**src/rtl/tap_ctrl_pkg.sv**
```systemverilog
// Shared definitions for the touchless tap session controller:
// FSM state encoding, state width and counter-width / saturation helpers.
package tap_ctrl_pkg;

   localparam int STATE_W = 3;

   typedef enum logic [STATE_W-1:0] {
      IDLE       = 3'd0,
      ON         = 3'd1,
      HOLD       = 3'd2,
      LOCKOUT    = 3'd3,
      WAIT_CLEAR = 3'd4
   } tap_state_t;

   // True when a counter of width w can represent the value cyc-1 (the
   // largest value any timer is compared against).
   function automatic bit cnt_fits(input int unsigned cyc, input int unsigned w);
      if (w >= 32) return 1'b1;
      return (cyc - 1) < (32'd1 << w);
   endfunction

   // 16-bit increment that sticks at all-ones.
   function automatic logic [15:0] sat_inc16(input logic [15:0] v);
      return (v == 16'hFFFF) ? v : v + 16'd1;
   endfunction

endpackage

```
**src/rtl/tap_debounce.sv**
```systemverilog
// Two-flop synchroniser followed by a stability filter. presence_db only
// follows the synchronised IR level after that level has differed from it
// for DEBOUNCE_CYC consecutive cycles; any return to the old level restarts
// the count.
module tap_debounce
   import tap_ctrl_pkg::*;
#(
   parameter int DEBOUNCE_CYC = 1000,
   parameter int CNT_W        = 20
) (
   input  logic clk,
   input  logic reset,
   input  logic ir_sensor_raw,
   output logic presence_db
);

   localparam logic [CNT_W-1:0] DB_LAST = CNT_W'(DEBOUNCE_CYC - 1);
   localparam logic [CNT_W-1:0] CNT_ONE = CNT_W'(1);

   logic             sync1;
   logic             sync2;
   logic [CNT_W-1:0] db_cnt;

   // Synchronise the asynchronous IR level and filter it for stability.
   always_ff @(posedge clk) begin
      if (!reset) begin
         sync1       <= 1'b0;
         sync2       <= 1'b0;
         presence_db <= 1'b0;
         db_cnt      <= '0;
      end else begin
         sync1 <= ir_sensor_raw;
         sync2 <= sync1;
         if (sync2 != presence_db) begin
            if (db_cnt == DB_LAST) begin
               presence_db <= sync2;
               db_cnt      <= '0;
            end else begin
               db_cnt <= db_cnt + CNT_ONE;
            end
         end else begin
            db_cnt <= '0;
         end
      end
   end

endmodule

```
**src/rtl/tap_session_controller.sv**
```systemverilog
// Touchless tap session controller: debounced IR presence opens the valve,
// a hold time keeps it open after the hand leaves, and a per-session cap
// forces a lockout followed by a wait for the hand to clear.
// Optional feature macro: TAP_SESSION_COUNT_EN adds session_cnt_o, a
// saturating count of completed sessions.
module tap_session_controller
   import tap_ctrl_pkg::*;
#(
   parameter int DEBOUNCE_CYC = 1000,
   parameter int HOLD_CYC     = 50000,
   parameter int MAX_ON_CYC   = 1000000,
   parameter int LOCKOUT_CYC  = 100000,
   parameter int CNT_W        = 20
) (
   input  logic               clk,
   input  logic               reset,
   input  logic               ir_sensor_raw,
   input  logic               enable,
   output logic               relay_out,
   output logic [STATE_W-1:0] state_o,
   output logic               timeout_o
`ifdef TAP_SESSION_COUNT_EN
   ,
   output logic [15:0]        session_cnt_o
`endif
);

   localparam logic [CNT_W-1:0] HOLD_LAST   = CNT_W'(HOLD_CYC - 1);
   localparam logic [CNT_W-1:0] MAX_ON_LAST = CNT_W'(MAX_ON_CYC - 1);
   localparam logic [CNT_W-1:0] LOCK_LAST   = CNT_W'(LOCKOUT_CYC - 1);
   localparam logic [CNT_W-1:0] CNT_ONE     = CNT_W'(1);
   localparam logic [CNT_W-1:0] CNT_MAX     = '1;

   if (!cnt_fits(DEBOUNCE_CYC, CNT_W) || !cnt_fits(HOLD_CYC, CNT_W) ||
       !cnt_fits(MAX_ON_CYC, CNT_W)   || !cnt_fits(LOCKOUT_CYC, CNT_W)) begin : g_cnt_w_check
      $error("tap_session_controller: CNT_W too small for the configured cycle counts");
   end

   function automatic logic [CNT_W-1:0] sat_inc(input logic [CNT_W-1:0] v);
      return (v == CNT_MAX) ? v : v + CNT_ONE;
   endfunction

   logic             presence_db;
   tap_state_t       state;
   logic [CNT_W-1:0] on_timer;
   logic [CNT_W-1:0] hold_timer;
   logic [CNT_W-1:0] lock_timer;

   tap_debounce #(
      .DEBOUNCE_CYC (DEBOUNCE_CYC),
      .CNT_W        (CNT_W)
   ) u_debounce (
      .clk           (clk),
      .reset         (reset),
      .ir_sensor_raw (ir_sensor_raw),
      .presence_db   (presence_db)
   );

   assign state_o = state;

   // Session FSM with its timers; relay_out is registered alongside the state
   // so it is 1 exactly when the state is ON or HOLD.
   always_ff @(posedge clk) begin
      if (!reset) begin
         state      <= IDLE;
         relay_out  <= 1'b0;
         timeout_o  <= 1'b0;
         on_timer   <= '0;
         hold_timer <= '0;
         lock_timer <= '0;
`ifdef TAP_SESSION_COUNT_EN
         session_cnt_o <= '0;
`endif
      end else if (!enable) begin
         state     <= IDLE;
         relay_out <= 1'b0;
      end else begin
         case (state)
            IDLE: begin
               if (presence_db) begin
                  state     <= ON;
                  relay_out <= 1'b1;
                  on_timer  <= '0;
               end
            end
            ON: begin
               if (on_timer == MAX_ON_LAST) begin
                  state      <= LOCKOUT;
                  relay_out  <= 1'b0;
                  timeout_o  <= 1'b1;
                  lock_timer <= '0;
`ifdef TAP_SESSION_COUNT_EN
                  session_cnt_o <= sat_inc16(session_cnt_o);
`endif
               end else begin
                  on_timer <= sat_inc(on_timer);
                  if (!presence_db) begin
                     state      <= HOLD;
                     hold_timer <= '0;
                  end
               end
            end
            HOLD: begin
               // The session cap is shared with ON and beats presence changes.
               if (on_timer == MAX_ON_LAST) begin
                  state      <= LOCKOUT;
                  relay_out  <= 1'b0;
                  timeout_o  <= 1'b1;
                  lock_timer <= '0;
`ifdef TAP_SESSION_COUNT_EN
                  session_cnt_o <= sat_inc16(session_cnt_o);
`endif
               end else begin
                  on_timer <= sat_inc(on_timer);
                  if (presence_db) begin
                     // Returning hand beats hold expiry in the same cycle.
                     state <= ON;
                  end else if (hold_timer == HOLD_LAST) begin
                     state     <= IDLE;
                     relay_out <= 1'b0;
`ifdef TAP_SESSION_COUNT_EN
                     session_cnt_o <= sat_inc16(session_cnt_o);
`endif
                  end else begin
                     hold_timer <= sat_inc(hold_timer);
                  end
               end
            end
            LOCKOUT: begin
               relay_out <= 1'b0;
               if (lock_timer == LOCK_LAST) begin
                  state <= WAIT_CLEAR;
               end else begin
                  lock_timer <= sat_inc(lock_timer);
               end
            end
            WAIT_CLEAR: begin
               // A hand held in place never re-opens the valve.
               relay_out <= 1'b0;
               if (!presence_db) begin
                  state <= IDLE;
               end
            end
            default: begin
               state     <= IDLE;
               relay_out <= 1'b0;
            end
         endcase
      end
   end

endmodule
```
**config.mk**
```make
export PLATFORM = sky130hd
export DESIGN_NAME = tap_session_controller
export DESIGN_NICKNAME = d
export VERILOG_FILES = /design/src/rtl/tap_ctrl_pkg.sv /design/src/rtl/tap_debounce.sv /design/src/rtl/tap_session_controller.sv
export SDC_FILE = /design/constraint.sdc
export NUM_CORES = 1
export LEC_CHECK = 0
export BUFFER_PORTS_ARGS = -buffer_cell sky130_fd_sc_hd__buf_2
export CORE_MARGIN = 2
export CORE_UTILIZATION = 65
export DETAILED_ROUTE_END_ITERATION = 7
export PLACE_DENSITY = 0.8
export SLEW_MARGIN = 20
export SYNTH_ARGS = -nofsm -noshare
export SYNTH_HDL_FRONTEND = slang
export SYNTH_SLANG_ARGS = --single-unit
```
**constraint.sdc**
```tcl
create_clock -name clk -period 5.58 [get_ports clk]
set_input_delay 0.558 -clock clk [delete_from_list [all_inputs] [get_ports clk]]
set_output_delay 0.558 -clock clk [all_outputs]
set_load 0.01 [all_outputs]
```
== Word-level counts from Yosys, hierarchy flattened ==
Index checks and enable logic that the tools add are counted.

* Flip-flop bits (word level): 88
* Latch bits: 0
* Memory bits (writable): 0
* ROM bits: 0
* Input bits: 4
* Output and inout port bits: 5
* Memories kept: 0

* Add/sub/neg operators: 4
* $mul: 0
* Div/mod/pow operators: 0
* Magnitude comparators: 0
* Equality and inequality tests: 31
* Shift operators: 0
* Multiplexer cells: 30
* Bitwise logic cells: 2
* Reductions and logical operators: 14

{| class="wikitable"
|+ Operator list
! kind !! count
|-
| 20-bit 2-to-1 mux || 12
|-
| 20-bit case mux with 2 select lines || 3
|-
| 20-bit by 1-bit adder with 20-bit output (second input constant) || 4
|-
| 20-bit equality test (second input constant) || 4
|-
| 2-bit != test (second input constant) || 13
|-
| 3-bit 2-to-1 mux || 8
|-
| 20-bit by 10-bit equality test with 1-bit output (second input constant) || 1
|-
| 20-bit by 16-bit equality test with 1-bit output (second input constant) || 1
|-
| 20-bit by 17-bit equality test with 1-bit output (second input constant) || 1
|-
| 3-bit case mux with 5 select lines || 1
|-
| 5-bit AND reduction || 3
|-
| 3-bit != test (second input constant) || 3
|-
| 8-bit AND reduction || 1
|-
| 3-bit by 2-bit equality test with 1-bit output (second input constant) || 2
|-
| 2-bit nonzero test || 3
|-
| 1-bit 2-to-1 mux || 5
|-
| 2-bit by 1-bit != test with 1-bit output (second input constant) || 2
|-
| 4-bit by 3-bit != test with 1-bit output (second input constant) || 1
|-
| 2-bit AND reduction || 2
|-
| 4-bit AND reduction || 1
|-
| 3-bit by 1-bit equality test with 1-bit output (second input constant) || 1
|-
| 3-bit equality test (second input constant) || 1
|-
| 3-bit zero test || 1
|-
| 1-bit case mux with 3 select lines || 1
|-
| 5 further kinds || 6
|}

== Logic depth before layout (Yosys ltp) ==
Gate-level depths: netlist (run 1).

* Depth in word-level cells: 6
* Gate-level depth with buffers: 11
* Depth with buffers taken out: 7

== By module ==
A second synthesis (run 1) with hierarchy kept.

* Cells, all modules: 612
* Area total of the unflattened synthesis: 4956.0 sq um

{| class="wikitable"
|+ Modules (own cells, without submodules)
! module !! times used !! cells an instance !! area each (sq um) !! seq. area each (sq um)
|-
| tap_session_controller || 1 || 494 || 3910.0 || 1301.2
|-
| tap_debounce || 1 || 118 || 1046.0 || 460.4
|}

== Least setup slack after synthesis (run 1) ==
OpenSTA, ideal clock, no wires.

* Path type: reg2reg
* Start point: register on_timer[0]
* End point: register on_timer[8]
* Setup time: 74 ps
* Arrival time: 2054 ps
* Required time: 5506 ps
* Slack: 3451 ps
* Cell stages (with the launch flop): 10
* Buffers on the path: 2
* Period minus slack after synthesis: 2129 ps
* Path through: dfxtp_1 -> ha_1 -> and3_1 -> buf_2 -> nand4_1 -> nor2_2 -> buf_4 -> nor3_1 -> nand4b_1 -> a31oi_1

* Word-level cells in the longest chain between the ends: 4
* Elaborated cells on any way between the ends: 9
* Those cells by class: 1 x add/sub; 4 x eq/ne; 3 x mux; 1 x reduce/logical

{| class="wikitable"
|+ Ends and longest elaborated chain
! item !! RTL line !! text
|-
| from (decl) || tap_session_controller.sv:45 || <nowiki>logic [CNT_W-1:0] on_timer;</nowiki>
|-
| from (signal assigned) || tap_session_controller.sv:96 || <nowiki>on_timer <= sat_inc(on_timer);</nowiki>
|-
| from (signal assigned) || tap_session_controller.sv:114 || <nowiki>on_timer <= sat_inc(on_timer);</nowiki>
|-
| 20-bit by 1-bit adder with 20-bit output || tap_session_controller.sv:40 || <nowiki>return (v == CNT_MAX) ? v : v + CNT_ONE;</nowiki>
|-
| 20-bit 2-to-1 mux || tap_session_controller.sv:40 ||
|-
| 20-bit 2-to-1 mux || tap_session_controller.sv:87, tap_session_controller.sv:105 ||
|-
| 20-bit case mux with 2 select lines || tap_session_controller.sv:78 || <nowiki>case (state)</nowiki>
|}

Parallel ways exist; a longest one is shown, timed or not. The select of a mux whose other input is x is not followed.
A chain may end at the register's enable or synchronous reset.

== Worst setup path in the final report (run 1) ==
* Start point: register on_timer[0]
* End point: register on_timer[1]

Same word-level chain as after synthesis.

==> results.rst, run 1 <==
.. list-table::
   :header-rows: 1

   * - Metric
     - Value
   * - Status
     - finished, final reports clean
   * - Number of hold buffers added after CTS
     - 0
   * - IO Pins
     - 9
   * - Die Y-Extent
     - 90.0 microns
   * - Post-route cell area
     - 5060 sq um
   * - Number of antenna cells inserted
     - 0
   * - CP Capture Type
     - flip-flop
   * - Sequential area share after synthesis
     - 0.366
   * - Number of instances in the synthesized netlist
     - 611
   * - LEAKAGE
     - 0.00169 uW
   * - Effective utilization at floorplan
     - 0.666
   * - Clock Pin Slew Worst Setup and Hold Paths
     - 90 ps
   * - Max-slew violations
     - 0
   * - Number of gates resized after CTS
     - 0
   * - Number of DRC markers after the initial detailed-route iteration
     - about 340
   * - Layout-stage area growth over the synthesis result
     - 5.20%
   * - Average wire per standard cell
     - between 15 and 20 microns
   * - Share of flip-flops with an asynchronous set or reset
     - 0
   * - Critical path type
     - flip-flop to flip-flop
   * - First-pass GRT wire length
     - 18.9 mm
   * - Number of violations of the max-capacitance limit
     - 0
   * - CTS Buf Count
     - 9
   * - Post-DRT Antenna Nets
     - 0
   * - Cell area power density
     - 224 nW/um^2
   * - Final design utilization
     - 0.701
   * - Largest cells by area after synthesis
     - sky130_fd_sc_hd__dfxtp_1 (37%), sky130_fd_sc_hd__nor2_1 (5.6%), sky130_fd_sc_hd__nand2_1 (4.9%), sky130_fd_sc_hd__nand3_1 (3.9%), sky130_fd_sc_hd__a21oi_1 (3.7%)
   * - Setup Fix Bufs, Post-CTS
     - 0
   * - Estimated wirelength of the detail-placed design
     - ~7.4 mm
   * - Row count
     - 31
   * - Clock Tree Root
     - sky130_fd_sc_hd__clkbuf_8
   * - Smallest setup slack after layout
     - 2910 ps
   * - Area of the core
     - 7210 sq um
   * - Cell type with the highest aggregate area in the netlist
     - sky130_fd_sc_hd__dfxtp_1
   * - Net count after synthesis
     - 619
   * - Count of input and output buffers
     - 8
   * - Total number of vias
     - ~4.5k
   * - Die footprint
     - 8100 sq um
   * - Antenna violations before repair
     - 0
   * - Htree depth
     - 3
   * - Worst EP required
     - 5800 ps
   * - Total global routing overflow
     - 0
   * - Clock skew
     - 12.9 ps
   * - Count of cell types in the netlist
     - 67
   * - Headroom to the max-slew limit
     - 0.287
   * - Total number of clock tree sinks
     - 88
   * - Post-Route Setup TNS
     - 0 ps
   * - Slew at the pin closest to its max-slew limit
     - about 1100 ps
   * - Clock latency at the later pin of the worst-skew pair
     - around 360 ps
   * - Hold Vio Cnt, Final
     - 0
   * - Setup violation total in the final timing report
     - 0
   * - Maximum resistive drop on vdd
     - 0.000140 V
   * - Synthesized flop and latch total
     - just under 90
   * - Maximum clock path buffer count
     - 2
   * - Maximum number of pins on one net before global-route repair
     - 34
   * - Setup crit start kind
     - flip-flop
   * - Min Clock Period, post-route
     - 2670 ps
   * - Detailed-route wire length
     - 10.7 mm
   * - Setup repair after global routing missed its margin
     - false
   * - Upper clock frequency limit
     - 0.375 GHz
   * - Total power draw
     - 1130 uW
   * - Overall routing resource usage
     - 0.273
   * - Period utilization
     - 0.478
   * - DRT Pass-1 Iters
     - 5
   * - Maximum fanout count along the critical path
     - 20
   * - Post-Place Cell Area
     - 4840 sq um
   * - Most used flip-flop cell after synthesis
     - sky130_fd_sc_hd__dfxtp_1
   * - TritonCTS clock tree
     - done
   * - Yosys Warn Count
     - 0
   * - Nets@finish
     - 611
   * - Fill cell count
     - 630
   * - Synthesized area per cell
     - 7.87 sq um
   * - Via count normalized by instance count
     - 6.43
   * - Number of flops mapped to enable cells by yosys
     - 0
   * - DRC violations left
     - 0
   * - Post-synthesis instance area
     - ~4800 sq um
   * - Routability-driven placement congestion ratio
     - slightly below 0.9
   * - Place WS
     - 2790 ps
   * - Top cell type's share of synthesized area
     - 0.366
   * - Class of the worst hold path
     - input pin to flip-flop
   * - Fraction of final layout cells sized beyond drive strength 1
     - 0.0674
   * - Horizontal die dimension
     - 90.0 microns
   * - Arrival time at the worst endpoint
     - around 2900 ps
   * - Number of global-route vias before repair
     - 4091
synth_stat cells (4+ instances only):
master	number
sky130_fd_sc_hd__a21oi_1	36
sky130_fd_sc_hd__a31oi_1	21
sky130_fd_sc_hd__and2_1	14
sky130_fd_sc_hd__and3_1	20
sky130_fd_sc_hd__and4_1	9
sky130_fd_sc_hd__buf_2	4
sky130_fd_sc_hd__clkbuf_1	18
sky130_fd_sc_hd__dfxtp_1	88
sky130_fd_sc_hd__ha_1	4
sky130_fd_sc_hd__inv_1	10
sky130_fd_sc_hd__mux2i_1	5
sky130_fd_sc_hd__nand2_1	63
sky130_fd_sc_hd__nand2b_1	5
sky130_fd_sc_hd__nand3_1	37
sky130_fd_sc_hd__nand3b_1	4
sky130_fd_sc_hd__nand4_1	16
sky130_fd_sc_hd__nor2_1	72
sky130_fd_sc_hd__nor2b_1	8
sky130_fd_sc_hd__nor3_1	10
sky130_fd_sc_hd__nor4_1	12
sky130_fd_sc_hd__o211ai_1	13
sky130_fd_sc_hd__o21ai_0	26
sky130_fd_sc_hd__o21ai_1	14
sky130_fd_sc_hd__o31ai_1	7
sky130_fd_sc_hd__o41ai_1	7
sky130_fd_sc_hd__or3_1	10
sky130_fd_sc_hd__or4_1	5
sky130_fd_sc_hd__xnor2_1	11
sky130_fd_sc_hd__xor2_1	10
sequential cells by signal, summed over array words and instances, names as in the netlist:
| signal | count |
|---|---|
| hold_timer | 20 |
| lock_timer | 20 |
| on_timer | 20 |
| u_debounce.db_cnt | 20 |
| state_o | 3 |
| relay_out | 1 |
| timeout_o | 1 |
| u_debounce.presence_db | 1 |
| u_debounce.sync1 | 1 |
| u_debounce.sync2 | 1 |
power by group:
group	internal (uW)	switching, uW
logic	3.28	13.5
registers	628	0.462
clock network	253	236
total	884	250
final timing paths:
path | start | end | slack [ps] | depth (start not counted)
min reg2reg | u_debounce.db_cnt[0] | u_debounce.db_cnt[0] | 450 | 1
min | ir_sensor_raw | u_debounce.sync1 | 400 | 2
max | on_timer[0] | on_timer[1] | 2910 | 7
max reg2reg | on_timer[0] | on_timer[1] | 2910 | 7
cells by family (layout without fill, tap and decap cells):
group / Yosys count / in the layout / synth area share
AND/OR/NAND/NOR: 303 / 303 / 0.334
AO/OA/AOI/OAI: 152 / 152 / 0.204
flip-flops: 88 / 88 / 0.366
buffers and inverters: 38 / 35 / 0.0372
XOR/XNOR: 21 / 21 / 0.0383
multiplexers: 5 / 5 / 0.0104
adder cells (fa/ha/maj): 4 / 4 / 0.0104
worst max-delay path, stage by stage, from the launching register on:
cell and delay, ps:
sky130_fd_sc_hd__dfxtp_1 380, sky130_fd_sc_hd__ha_1 190, sky130_fd_sc_hd__and3_1 300, sky130_fd_sc_hd__nand4_1 240, sky130_fd_sc_hd__nor2_2 500, sky130_fd_sc_hd__a211o_1 610, sky130_fd_sc_hd__mux2i_1 250, sky130_fd_sc_hd__nor2_1 50
final cells by class:
cell class | instances | area [sq um] | area share
Clock inverter | 7 | 96.3 | 0.0190
Inverter | 10 | 37.5 | 0.00742
Tap cell | 99 | 124 | 0.0245
Timing Repair Buffer | 9 | 47.5 | 0.00940
Clock buffer | 9 | 124 | 0.0245
Multi-Input combinational cell | 485 | 2870 | 0.567
Sequential cell | 88 | 1760 | 0.348
layer usage:
metal / global-route usage / part of all wire / vias to the layer above
met4: 0.109 / 0.017 / 0
met3: 0.0386 / 0.049 / 17
li1: - / - / 2253
met2: 0.437 / 0.46 / 131
met1: 0.372 / 0.47 / 2144
met5: 0 / 0 / -
stage by stage:
step                      hold WS (ps)  std cells
after global placement             420        691
after global routing               399        707
after CTS                          394        707
after floorplan                    412        611
after detailed placement           435        691
final                              403        707
cells in the final DEF (no fill, tap or decap), types with 11 or more instances in the layout:
cell	instances
sky130_fd_sc_hd__dfxtp_1	88
sky130_fd_sc_hd__nor2_1	72
sky130_fd_sc_hd__nand2_1	63
sky130_fd_sc_hd__nand3_1	37
sky130_fd_sc_hd__a21oi_1	36
sky130_fd_sc_hd__o21ai_0	26
sky130_fd_sc_hd__a31oi_1	21
sky130_fd_sc_hd__and3_1	20
sky130_fd_sc_hd__nand4_1	16
sky130_fd_sc_hd__and2_1	14
sky130_fd_sc_hd__o21ai_1	14
sky130_fd_sc_hd__o211ai_1	13
sky130_fd_sc_hd__nor4_1	12
sky130_fd_sc_hd__xnor2_1	11
Power figures use the tool's default switching activity.
==> run 2: changes to the inputs <==
--- a/config.mk
+++ b/config.mk
@@ -7,9 +7,9 @@
 export LEC_CHECK = 0
 export BUFFER_PORTS_ARGS = -buffer_cell sky130_fd_sc_hd__buf_2
 export CORE_MARGIN = 2
-export CORE_UTILIZATION = 65
+export CORE_UTILIZATION = 63
 export DETAILED_ROUTE_END_ITERATION = 7
-export PLACE_DENSITY = 0.8
+export PLACE_DENSITY = 0.78
 export SLEW_MARGIN = 20
 export SYNTH_ARGS = -nofsm -noshare
 export SYNTH_HDL_FRONTEND = slang
==> constraint.sdc (replaced) <==
create_clock -name clk -period 2.5 [get_ports clk]
set_input_delay 0.25 -clock clk [delete_from_list [all_inputs] [get_ports clk]]
set_output_delay 0.25 -clock clk [all_outputs]
set_load 0.01 [all_outputs]
==> results.rst, run 2 (synthesized netlist as in run 1, its figures left out) <==
.. list-table::
   :header-rows: 1

   * - Metric
     - Value
   * - Clock skew
     - 12.1 ps (-0.854 ps)
   * - Nets@finish
     - 633 (+3.6%)
   * - Row count
     - 31 (unchanged)
   * - Upper clock frequency limit
     - 0.429 GHz (+14%)
   * - DRT Pass-1 Iters
     - 5 (unchanged)
   * - Delay contributed by the slowest stage of the critical path
     - 500 ps (-110 ps)
   * - Min Clock Period, post-route
     - 2330 ps (-334 ps)
   * - Clock Pin Slew Worst Setup and Hold Paths
     - 100 ps (about the same)
   * - Status
     - finished, final reports clean
   * - Proportion of power drawn by the clock network
     - 0.461 (+0.030)
   * - Arrival time at the worst endpoint
     - 2590 ps (-300 ps)
   * - Net switching power
     - 596 uW (+140%)
   * - CTS Buf Count
     - 9 (unchanged)
   * - Clock latency at the later pin of the worst-skew pair
     - 370 ps (about the same)
   * - Number of cells on the worst reg-to-reg path
     - 7 (unchanged)
   * - Number of antenna cells inserted
     - 0 (unchanged)
   * - Total number of clock tree sinks
     - 88 (unchanged)
   * - Horizontal die dimension
     - 91.4 microns (+1.5%)
   * - Number of hold buffers added after CTS
     - 0 (unchanged)
   * - Reg2reg setup slack
     - 170 ps (-2750 ps)
   * - Hold Vio Cnt, Final
     - 0 (unchanged)
   * - Layout-stage area growth over the synthesis result
     - 9.58%
   * - Critical path type
     - flip-flop to flip-flop
   * - Setup violation total in the final timing report
     - 0 (unchanged)
   * - Setup repair after global routing missed its margin
     - false
   * - Crit path cell chain
     - ha_1 > nand4_1 > nor2_1 > a22o_1 > or3_1 > buf_4 > o41ai_1
   * - Capture point of the worst reg-to-reg path
     - hold_timer[9]
   * - Gate power share
     - 0.016 (about the same)
   * - Number of DRC markers after the initial detailed-route iteration
     - 339 (+0.59%)
   * - Slowest library cell on the worst path
     - sky130_fd_sc_hd__or3_1
   * - Highest-count cells in the layout ignoring fill and taps
     - sky130_fd_sc_hd__dfxtp_1 (88), sky130_fd_sc_hd__nor2_1 (72), sky130_fd_sc_hd__nand2_1 (63), sky130_fd_sc_hd__nand3_1 (37), sky130_fd_sc_hd__a21oi_1 (36)
   * - Overall routing resource usage
     - 0.287 (+0.0141)
   * - CP Capture Type
     - flip-flop
   * - Max-slew violations
     - 0 (unchanged)
   * - Effective utilization at floorplan
     - 0.656 (-0.0106)
   * - Beginning of the worst register-to-register path
     - hold_timer[0]
   * - Maximum fanout count along the critical path
     - 8 (-60%)
   * - Via count normalized by instance count
     - 6.48 (+0.74%)
   * - Period utilization
     - 0.933 (+0.455)
   * - Count of input and output buffers
     - 8 (unchanged)
   * - Maximum resistive drop on vdd
     - 0.000438 V (+210%)
   * - Cell area power density
     - 509 nW/um^2 (+130%)
   * - Most common cell after layout, fill and taps aside
     - sky130_fd_sc_hd__dfxtp_1
   * - Total number of vias
     - 4721 (+3.9%)
   * - TritonCTS clock tree
     - done
   * - Worst EP required
     - 2760 ps (-3040 ps)
   * - Area of the core
     - 7330 sq um (+1.6%)
   * - Estimated wirelength of the detail-placed design
     - 8.05 mm (+9.2%)
   * - Count of placed standard cells including taps
     - 713 (+3.2%)
   * - Final design utilization
     - 0.719 (+0.0175)
   * - Clock Tree Root
     - sky130_fd_sc_hd__clkbuf_8
   * - Post-Route Setup TNS
     - 0 ps (unchanged)
   * - Post-DRT Antenna Nets
     - 0 (unchanged)
   * - Class of the worst hold path
     - input pin to flip-flop
   * - Headroom to the max-slew limit
     - 0.585 (+0.299)
   * - Antenna violations before repair
     - 0 (unchanged)
   * - Maximum number of pins on one net before global-route repair
     - 33 (-2.9%)
   * - Fraction of final layout cells sized beyond drive strength 1
     - 0.100 (+0.0326)
   * - Share of total power consumed by net switching
     - 0.222 (+0.00187)
   * - LEAKAGE
     - 0.00180 uW (+7.0%)
   * - Start point of the worst min-delay path
     - ir_sensor_raw
   * - Total global routing overflow
     - 0 (unchanged)
   * - Worst hold slack
     - 76.5 ps (-327 ps)
   * - Sink of the worst hold path
     - u_debounce.sync1
   * - Number of violations of the max-capacitance limit
     - 0 (unchanged)
   * - Die Y-Extent
     - 91.4 microns (+1.5%)
   * - Die footprint
     - 8350 sq um (+3.0%)
   * - Internal Dissipation
     - 2090 uW (+140%)
   * - Routability-driven placement congestion ratio
     - 0.937 (+6.7%)
   * - Htree depth
     - 3 (unchanged)
   * - WHS Path Cells
     - 2 (unchanged)
   * - Maximum clock path buffer count
     - 2 (unchanged)
   * - Number of standard cells in the final layout excluding fillers
     - 729 (+3.1%)
   * - Portion of total power attributed to sequential cells
     - 0.523 (-0.031)
   * - Detailed-route wire length
     - 11.7 mm (+9.1%)
   * - DRC violations left
     - 0 (unchanged)
   * - Setup crit start kind
     - flip-flop
   * - First-pass GRT wire length
     - 19.9 mm (+5.5%)
   * - Number of global-route vias before repair
     - 4391 (+7.3%)
   * - Average wire per standard cell
     - 16.0 microns (+5.8%)
   * - Slew at the pin closest to its max-slew limit
     - 618 ps (-444 ps)
   * - IO Pins
     - 9 (unchanged)
[run 2: routing by layer]
metal | vias to the layer above | global-route usage | routed length, microns
met5 | - | 0 | 0
li1 | 2297 | - | -
met4 | 0 | 0.121 | 243
met2 | 189 | 0.483 | 5500
met3 | 26 | 0.0432 | 833
met1 | 2209 | 0.366 | 5120
[run 2: what timing repair did]
item / 4_1_cts / 5_1_grt
endpoints found under the setup margin: 0 / 8
setup buffers: 0 / 0
resized for setup: 0 / 2
[run 2: power groups by stage]
| stage | Sequential [uW] | Clock, uW | Combinational [uW] |
|---|---|---|---|
| floorplan | 1440 | 0 | 27.5 |
| global placement | 1440 | 0 | 40.9 |
| detailed placement | 1440 | 0 | 41.4 |
| CTS | 1400 | 1250 | 41.4 |
| global route | 1400 | 1280 | 46.5 |
| finish | 1400 | 1240 | 41.7 |
[run 2: cell type report]
cell class,instances,area (sq um)
Multi-Input combinational cell,485,2890
Fill cell,578,2060
Sequential cell,88,1760
Timing Repair Buffer,31,213
Clock buffer,9,124
Clock inverter,7,124
Tap cell,99,124
Inverter,10,37.5
[run 2: worst max path at each step]
| stage | end | start |
|---|---|---|
| finish | hold_timer[9] | hold_timer[0] |
| floorplan | on_timer[8] | on_timer[0] |
| detailed placement | lock_timer[12] | lock_timer[0] |
| global placement | hold_timer[7] | hold_timer[10] |
| CTS | lock_timer[12] | lock_timer[0] |
| global route | hold_timer[1] | on_timer[0] |
[run 2: critical path: cells and delay by family, from the launching register on]
kind | cells | cell delay (ps)
AO/OA/AOI/OAI | 2 | 540
AND/OR/NAND/NOR | 3 | 840
buffers and inverters | 1 | 230
flip-flops | 1 | 360
adder cells (fa/ha/maj) | 1 | 270
[run 2: through the flow]
step / setup WS (ps) / area (sq um) / total power, uW
CTS: 127 / 5250 / 2690
global placement: 202 / 5000 / 1480
global route: 16.3 / 5270 / 2730
floorplan: 371 / 4810 / 1460
finish: 167 / 5270 / 2680
detailed placement: 172 / 5000 / 1480
==> run 3: changes to the inputs <==
--- a/config.mk
+++ b/config.mk
@@ -5,11 +5,11 @@
 export SDC_FILE = /design/constraint.sdc
 export NUM_CORES = 1
 export LEC_CHECK = 0
-export BUFFER_PORTS_ARGS = -buffer_cell sky130_fd_sc_hd__buf_2
 export CORE_MARGIN = 2
-export CORE_UTILIZATION = 63
+export CORE_UTILIZATION = 64
 export DETAILED_ROUTE_END_ITERATION = 7
-export PLACE_DENSITY = 0.78
+export DONT_BUFFER_PORTS = 1
+export PLACE_DENSITY_LB_ADDON = 0.1
 export SLEW_MARGIN = 20
 export SYNTH_ARGS = -nofsm -noshare
 export SYNTH_HDL_FRONTEND = slang
==> constraint.sdc (replaced) <==
create_clock -name clk -period 2.5 [get_ports clk]
set_input_delay 0.25 -clock clk [delete_from_list [all_inputs] [get_ports clk]]
set_output_delay 0.25 -clock clk [all_outputs]
set_load 0.05 [all_outputs]
==> results.rst, run 3 (synthesized netlist as in run 1, its figures left out) <==
.. list-table::
   :header-rows: 1

   * - Metric
     - Value
   * - Final design utilization
     - 0.718 (-0.00111)
   * - Maximum number of pins on one net before global-route repair
     - 34 (+3.0%)
   * - Post-Route Setup TNS
     - 0 ps (unchanged)
   * - Average wire per standard cell
     - 16.6 microns (+3.3%)
   * - Highest-count cells in the layout ignoring fill and taps
     - sky130_fd_sc_hd__dfxtp_1 (88), sky130_fd_sc_hd__nor2_1 (72), sky130_fd_sc_hd__nand2_1 (63), sky130_fd_sc_hd__nand3_1 (37), sky130_fd_sc_hd__a21oi_1 (36)
   * - Overall routing resource usage
     - 0.297 (+0.0101)
   * - Count of input and output buffers
     - 0 (-8)
   * - Clock latency at the later pin of the worst-skew pair
     - 360 ps (about the same)
   * - Clock Tree Root
     - sky130_fd_sc_hd__clkbuf_8
   * - Upper clock frequency limit
     - 0.427 GHz (-0.30%)
   * - Number of violations of the max-capacitance limit
     - 0 (unchanged)
   * - Detailed-route wire length
     - 11.9 mm (+1.8%)
   * - Hold Vio Cnt, Final
     - 0 (unchanged)
   * - Number of antenna cells inserted
     - 0 (unchanged)
   * - Antenna violations before repair
     - 0 (unchanged)
   * - Effective utilization at floorplan
     - 0.663 (+0.00702)
   * - Post-Place Cell Area
     - 4930 sq um (-1.4%)
   * - Number of DRC markers after the initial detailed-route iteration
     - 353 (+4.1%)
   * - Setup violation total in the final timing report
     - 0 (unchanged)
   * - Min Clock Period, post-route
     - 2340 ps (+6.94 ps)
   * - Total number of vias
     - 4730 (+0.19%)
   * - LEAKAGE
     - 0.00175 uW (-3.1%)
   * - Status
     - finished, final reports clean
   * - Row count
     - 31 (unchanged)
   * - Slew at the pin closest to its max-slew limit
     - 658 ps (+40.2 ps)
   * - Area of the core
     - 7250 sq um (-1.1%)
   * - Maximum clock path buffer count
     - 2 (unchanged)
   * - Setup repair after global routing missed its margin
     - false
   * - Total global routing overflow
     - 0 (unchanged)
   * - Cell area power density
     - 481 nW/um^2 (-5.6%)
   * - CP Capture Type
     - flip-flop
   * - Worst EP required
     - 2810 ps (+50 ps)
   * - Kind of cell adding the most delay to the critical path
     - simple AND/OR/NAND/NOR gates
   * - CTS Buf Count
     - 9 (unchanged)
   * - Fraction of final layout cells sized beyond drive strength 1
     - 0.0889 (-0.0111)
   * - Horizontal die dimension
     - 90.7 microns (-0.76%)
   * - Fill cell count
     - 598 (+3.5%)
   * - First-pass GRT wire length
     - 20.4 mm (+2.4%)
   * - Die footprint
     - 8220 sq um (-1.5%)
   * - Number of global-route vias before repair
     - 4436 (+1.0%)
   * - Setup crit start kind
     - flip-flop
   * - Clock skew
     - 8.30 ps (-3.75 ps)
   * - Total number of clock tree sinks
     - 88 (unchanged)
   * - Slowest library cell on the worst path
     - sky130_fd_sc_hd__o41ai_1
   * - Nets@finish
     - 622 (-1.7%)
   * - Most common cell after layout, fill and taps aside
     - sky130_fd_sc_hd__dfxtp_1
   * - Smallest setup slack after layout
     - 160 ps (-6.94 ps)
   * - Post-DRT Antenna Nets
     - 0 (unchanged)
   * - DRC violations left
     - 0 (unchanged)
   * - Delay contributed by the slowest stage of the critical path
     - 450 ps (-50 ps)
   * - Post-route cell area
     - 5200 sq um (-1.2%)
   * - Number of hold buffers added after CTS
     - 0 (unchanged)
   * - Estimated wirelength of the detail-placed design
     - 8.06 mm (+0.13%)
   * - DRT Pass-1 Iters
     - 5 (unchanged)
   * - Period utilization
     - 0.936 (+0.00278)
   * - Total power draw
     - 2500 uW (-6.8%)
   * - Max-slew violations
     - 0 (unchanged)
   * - Critical path type
     - flip-flop to flip-flop
   * - Maximum resistive drop on vdd
     - 0.000346 V (-21%)
   * - Arrival time at the worst endpoint
     - 2650 ps (+60 ps)
   * - Via count normalized by instance count
     - 6.59 (+1.7%)
   * - Die Y-Extent
     - 90.7 microns (-0.76%)
   * - Routability-driven placement congestion ratio
     - 1.00 (+6.8%)
   * - Clock Pin Slew Worst Setup and Hold Paths
     - 90 ps (about the same)
   * - Layout-stage area growth over the synthesis result
     - 8.25%
   * - Maximum fanout count along the critical path
     - 7 (-1)
   * - Crit path cell chain
     - ha_1 > and3_1 > nand4_1 > or2_1 > nand2_1 > o41ai_1 > o211a_1
   * - TritonCTS clock tree
     - done
   * - Place WS
     - 57.6 ps (-114 ps)
   * - Class of the worst hold path
     - input pin to flip-flop
   * - IO Pins
     - 9 (unchanged)
   * - Headroom to the max-slew limit
     - 0.561 (-0.0237)
   * - Worst Path Buf+Inv
     - 0 (-1)
   * - Htree depth
     - 3 (unchanged)
==> run 3: layer usage <==
metal | track usage | part of all wire
met5 | 0 | 0
met4 | 0.100 | 0.020
met3 | 0.0559 | 0.063
met2 | 0.503 | 0.49
met1 | 0.380 | 0.43
==> run 3: layout make-up <==
cell class                 instances  area [sq um]  share of cell area
clock buffer                      10           138              0.0264
clock inverter                     6          72.6              0.0139
inverter                          10          37.5             0.00721
multi-input combinational        485          2910               0.559
sequential                        88          1760               0.338
tap                               99           124              0.0238
timing repair buffer              20           163              0.0313
==> run 3: stage by stage <==
step                      hold WS (ps)  instances
after CTS                         9.45        717
final                             14.2        718
after global routing              7.93        718
after floorplan                    377        611
after detailed placement           380        701
after global placement             383        701
==> run 3: worst paths after layout <==
kind,startpoint,endpoint,slack (ps),cells past startpoint
max,on_timer[0],hold_timer[15],160,7
min,ir_sensor_raw,u_debounce.sync1,10,1
max reg2reg,on_timer[0],hold_timer[15],160,7
min reg2reg,u_debounce.db_cnt[0],u_debounce.db_cnt[0],450,1
==> run 3: report_power, final <==
part | switching [uW] | internal (uW) | total, uW | leakage [uW]
Sequential | 0.953 | 1400 | 1400 | 0.000709
Combinational | 23.3 | 10.0 | 33.3 | 0.000931
Clock | 559 | 506 | 1060 | 0.000110
==> run 3: worst register-to-register path, stage by stage (launching register included) <==
cell                      delay (ps)
sky130_fd_sc_hd__dfxtp_1         340
sky130_fd_sc_hd__ha_1            220
sky130_fd_sc_hd__and3_1          270
sky130_fd_sc_hd__nand4_1         230
sky130_fd_sc_hd__or2_1           330
sky130_fd_sc_hd__nand2_1         250
sky130_fd_sc_hd__o41ai_1         450
sky130_fd_sc_hd__o211a_1         200
==> run 3: repair_timing <==
action / 4_1_cts / 5_1_grt
pin swaps: 0 / 1
setup endpoints to repair: 1 / 30
setup buffers: 0 / 1
gates resized for setup: 1 / 6
hold endpoints to repair: 0 / 0
